[config.mk]
export PLATFORM = sky130hd
export DESIGN_NAME = riscv_regfile_sb
export DESIGN_NICKNAME = d
export VERILOG_FILES = /design/src/rtl/riscv_regfile_sb.sv
export SDC_FILE = /design/constraint.sdc
export NUM_CORES = 2
export LEC_CHECK = 0
export CORE_UTILIZATION = 40
export CTS_BUF_LIST = sky130_fd_sc_hd__clkbuf_2 sky130_fd_sc_hd__clkbuf_4 sky130_fd_sc_hd__clkbuf_8
export CTS_CLUSTER_DIAMETER = 50
export DETAILED_ROUTE_END_ITERATION = 8
export DONT_BUFFER_PORTS = 1
export GPL_ROUTABILITY_DRIVEN = 0
export PLACE_DENSITY = 0.66
export SYNTH_ARGS = -nofsm -noshare
export SYNTH_HDL_FRONTEND = slang
export SYNTH_SLANG_ARGS = --single-unit
[constraint.sdc]
create_clock -name clk -period 44.1 [get_ports clk]
set_clock_uncertainty 0.2 [all_clocks]
set_input_delay 8.82 -clock clk [delete_from_list [all_inputs] [get_ports clk]]
set_output_delay 8.82 -clock clk [all_outputs]
set_load 0.02 [all_outputs]
[src/rtl/riscv_regfile_sb.sv]
// riscv_regfile_sb: register file with a per-register busy (scoreboard) bit.
// Two combinational read ports, one write port, and a registered count of busy registers.
// Index 0 is hard-wired to zero and is never busy.
// Optional macro REGFILE_BYPASS_EN: a same-cycle writeback to the index being read is
// forwarded to that read port, and the operand is reported ready.
module riscv_regfile_sb #(
    parameter int unsigned XLEN = 32,
    parameter int unsigned NREG = 32,
    parameter int unsigned AW   = 5
) (
    input  logic            clk,
    input  logic            rst,
    input  logic [AW-1:0]   rs1,
    input  logic [AW-1:0]   rs2,
    output logic [XLEN-1:0] reg_data_rs1,
    output logic [XLEN-1:0] reg_data_rs2,
    output logic            rs1_ready,
    output logic            rs2_ready,
    input  logic            issue_en,
    input  logic [AW-1:0]   issue_rd,
    input  logic            reg_write_en,
    input  logic [AW-1:0]   rd,
    input  logic [XLEN-1:0] data_to_reg,
    input  logic            flush,
    output logic [AW:0]     pend_cnt
);

    logic [XLEN-1:0] regs_q [NREG];
    logic [NREG-1:0] busy_q, busy_d;
    logic [AW:0]     pend_q, pend_d;

    function automatic logic [AW:0] popcount(input logic [NREG-1:0] v);
        logic [AW:0] c;
        c = '0;
        for (int unsigned i = 0; i < NREG; i++) begin
            c = c + (AW+1)'(v[i]);
        end
        return c;
    endfunction

    // Next busy vector: flush wins; otherwise clear on writeback, then set on issue so a
    // new producer to the same index supersedes the completing one.
    always_comb begin
        busy_d = busy_q;
        if (flush) begin
            busy_d = '0;
        end else begin
            if (reg_write_en) busy_d[rd] = 1'b0;
            if (issue_en) busy_d[issue_rd] = 1'b1;
        end
        busy_d[0] = 1'b0;
        pend_d    = popcount(busy_d);
    end

    // Register array: writes to index 0 are dropped; writeback still happens during flush.
    always_ff @(posedge clk or posedge rst) begin
        if (rst) begin
            for (int unsigned i = 0; i < NREG; i++) begin
                regs_q[i] <= '0;
            end
        end else if (reg_write_en && (rd != '0)) begin
            regs_q[rd] <= data_to_reg;
        end
    end

    // Scoreboard state and its registered popcount.
    always_ff @(posedge clk or posedge rst) begin
        if (rst) begin
            busy_q <= '0;
            pend_q <= '0;
        end else begin
            busy_q <= busy_d;
            pend_q <= pend_d;
        end
    end

    // Read port 1: zero for index 0, optional write-through forwarding.
    always_comb begin
        reg_data_rs1 = (rs1 == '0) ? '0 : regs_q[rs1];
        rs1_ready    = (rs1 == '0) || !busy_q[rs1];
`ifdef REGFILE_BYPASS_EN
        if (reg_write_en && (rd == rs1) && (rs1 != '0)) begin
            reg_data_rs1 = data_to_reg;
            rs1_ready    = 1'b1;
        end
`endif
    end

    // Read port 2: same behaviour as port 1.
    always_comb begin
        reg_data_rs2 = (rs2 == '0) ? '0 : regs_q[rs2];
        rs2_ready    = (rs2 == '0) || !busy_q[rs2];
`ifdef REGFILE_BYPASS_EN
        if (reg_write_en && (rd == rs2) && (rs2 != '0)) begin
            reg_data_rs2 = data_to_reg;
            rs2_ready    = 1'b1;
        end
`endif
    end

    assign pend_cnt = pend_q;

endmodule

==> results.py <==
metrics = {
    "run_status": {
        "status": "finished clean",
    },
    "yosys": {
        "synth-seq-cells": 1061,
        "netlist_top_cells_area": "dfrtp_1 46%, mux2_2 21%, mux4_2 19%, mux2i_1 3.5%, clkbuf_1 1.4%",
        "ys_seq_area_share_pct": 46.5,
        "synth_nets": 3826,
        "synthDistinctLibCells": 48,
        "netlist_area_mm2": 0.0571,
        "synth_top_area_cell": "dfrtp_1",
        "synth_common_cells": "1061 x dfrtp_1, 1045 x mux2_2, 491 x mux4_2, 214 x clkbuf_1, 198 x mux2i_1",
        "syn_inst": 3739,
        "yosysWarnings": 0,
        "avgSynthCellArea_um2": 15.3,
        "synth-main-ff-cell": "dfrtp_1",
        "yosysMostFrequentCell": "dfrtp_1",
        "synth_edf_count": 0,
        "synth.top_cell.area_share_pct": 46.5,
        "synth-async-reset-ratio_pct": 100,
    },
    "cells_and_area": {
        "nFillCells": 12700,
        "area_growth_syn_to_layout_pct": 8.45,
        "layout-drive-gt1-share_pct": 53.0,
        "final_util_pct": 43.8,
        "layout.nets": 3627,
    },
    "routing": {
        "drc": 0,
        "via_per_inst": 6.31,
        "first_pass_iters": 7,
        "routedWlPerCell_um": 31.3,
        "vias": 35100,
        "drtIter0Drc": 3174,
        "drtAntennaViolNets": 0,
        "postRouteWirelength_mm": 174,
    },
    "sta": {
        "fin_setup_tns_ns": 0,
        "rsz0062_at_grt": "no",
        "finalSetupViolCount": 0,
        "finalCriticalPeriod_ns": 20.86,
        "hold_violations": 0,
        "worstMarginPinSlew_ns": 1.36,
        "whs_ns": 0.173,
        "maxClockFrequency_mhz": 47.9,
        "fin_crit_sh_pct": 47.3,
        "max-slew-margin-rel_pct": 8.90,
        "drv_slew": 0,
    },
    "power_and_ir_drop": {
        "swShare_pct": 26.9,
        "p_int_mw": 1.99,
        "ir_drop_uv": 23.8,
        "seqPwrFrac_pct": 47.4,
        "p_total_mw": 2.72,
        "p_clk_share_pct": 33.7,
        "p_leak_nw": 26.5,
        "combPwrFrac_pct": 18.9,
        "p_per_area_mw_per_mm2": 43.9,
        "p_sw_mw": 0.733,
    },
    "worst_setup_path": {
        "r2r-end": "pend_cnt[4]",
        "end_kind": "output pin",
        "critical_path_class": "input pin to output pin",
        "cp.arrival_ns": 11.84,
        "reg2reg_setup_slack_ns": 38.60,
        "worstSetupStartpoint": "rs2[0]",
        "crit_required_ns": 35.08,
        "path_max_fanout": 54,
        "cp-start-kind": "input pin",
        "worstSetupEndpoint": "reg_data_rs2[10]",
        "r2r_cells": 14,
        "reg2reg_from": "busy_q[20]",
    },
    "grt": {
        "grt_pass1_wl_mm": 258,
        "met2_usage_pct": 37.9,
        "grt_overflow": 0,
        "busiest_layer": "met2",
        "antenna_found_initial": 3,
        "grt_max_degree": 299,
        "use_met1_pct": 32.3,
        "grtUsageMet3_pct": 5.73,
        "grt_use_total_pct": 24.3,
        "grt_pass1_vias": 37000,
    },
    "floorplan": {
        "rows": 138,
        "die_y_um": 380,
        "die_area_mm2": 0.144,
        "start_util_pct": 40.3,
        "coreArea_mm2": 0.142,
        "die_x_um": 380,
        "ios": 129,
    },
    "clocking": {
        "cts_hold_buf": 0,
        "clk_latency_ns": 0.88,
        "cts_resized": 0,
        "ctsLongestPathBuffers": 3,
        "cts_tree": "done",
        "post_cts_buffers": 0,
        "clkTransAtPathRegs_ns": 0.05,
        "clock_sinks": 1061,
        "htreeDepth": 4,
        "cts_buffers": 172,
        "cts_root_buf": "clkbuf_8",
    },
    "place": {
        "dp_hpwl_mm": 89.3,
        "port_buffers": 0,
    },
    "min_path": {
        "hold_path_class": "register to register",
    },
    "job": {
        "maxCapViolations": 0,
    },
}
[power by group through the flow]
stage	Sequential (mW)	Combinational (mW)	Clock, mW
after floorplan	1.26	0.463	0
after global placement	1.30	0.506	0
after detailed placement	1.30	0.516	0
after CTS	1.29	0.518	0.932
after global routing	1.31	0.549	0.974
final	1.29	0.514	0.918
[cell type report]
cell class              instances  area, µm²  share of cell area, %
multi-input cells            2230      28800                   46.5
flip-flops and latches       1061      26600                   42.9
clock buffers                 282       3480                   5.62
well taps                    1890       2360                   3.82
repair buffers                 52        440                  0.711
clock inverters                20        181                  0.293
inverters                      23       98.8                  0.160
diodes                          2       5.00                0.00808
[cell usage in the layout, fill, tap and decap left out, types with 5 or more instances in the layout]
cell      Yosys  routed
clkbuf_4      0      64
mux2_1       11      11
clkbuf_8      0     218
ha_1          7       7
nor2_4        0      22
a221o_1      33      33
a21oi_1      26      26
clkinv_2      0      11
o21ai_0      46      46
nor3b_1       8       8
dfrtp_1    1061    1061
nand3b_1      5       5
mux4_2      491     491
buf_4        26      48
nand3_1       6       6
a22oi_1      39      39
a31oi_1      33      33
mux2_2     1045    1045
nand2_1      66      51
inv_1        22      21
nand2_4       0      13
nor2_1       34      12
mux2i_1     198     198
fa_1         23      23
a221oi_2     10      10
a21o_1       29      29
a221oi_1     81      81
[state kept, by name (all words and copies together) (netlist names)]
register / cells
busy_q: 31
pend_cnt: 6
regs_q: 1024
[per-stage QoR]
step / area, µm² / instances / worst slack, ns
floorplan: 57100 / 3739 / 5.21
global placement: 58300 / 5256 / 23.43
detailed placement: 58300 / 5256 / 23.39
CTS: 61900 / 5558 / 23.39
global route: 61900 / 5559 / 23.22
finish: 62000 / 5560 / 23.24
[critical path: stages]
cell and delay (ns):
inv_6 0.62, buf_4 0.83, mux2i_1 0.16, a221o_1 0.37, a31oi_1 0.98
[worst min-delay path by stage]
stage                      start            to  depth (start not counted)
global placement    regs_q[1021]  regs_q[1021]                          0
global route         regs_q[993]   regs_q[993]                          0
detailed placement   regs_q[993]   regs_q[993]                          0
finish              regs_q[1021]  regs_q[1021]                          0
floorplan           regs_q[1001]  regs_q[1001]                          1
CTS                  regs_q[993]   regs_q[993]                          0
[routing by layer]
metal / vias to the layer above / part of all wire, %
li1: 14100 / -
met3: 365 / 8.2
met2: 1526 / 47
met4: 4 / 4.2
met1: 19100 / 41
met5: - / 0.016
[cell families after synthesis]
| logic type | Yosys count | share of synthesized area, % |
|---|---|---|
| muxes | 1745 | 43.6 |
| DFF | 1061 | 46.5 |
| buffers and inverters | 448 | 3.58 |
| AOI/OAI and AO/OA | 311 | 4.14 |
| and+or+nand+nor | 141 | 1.15 |
| adders and majority gates | 30 | 0.959 |
| xor gates and xnor gates | 3 | 0.0460 |
(Power assumes the default switching activity.)
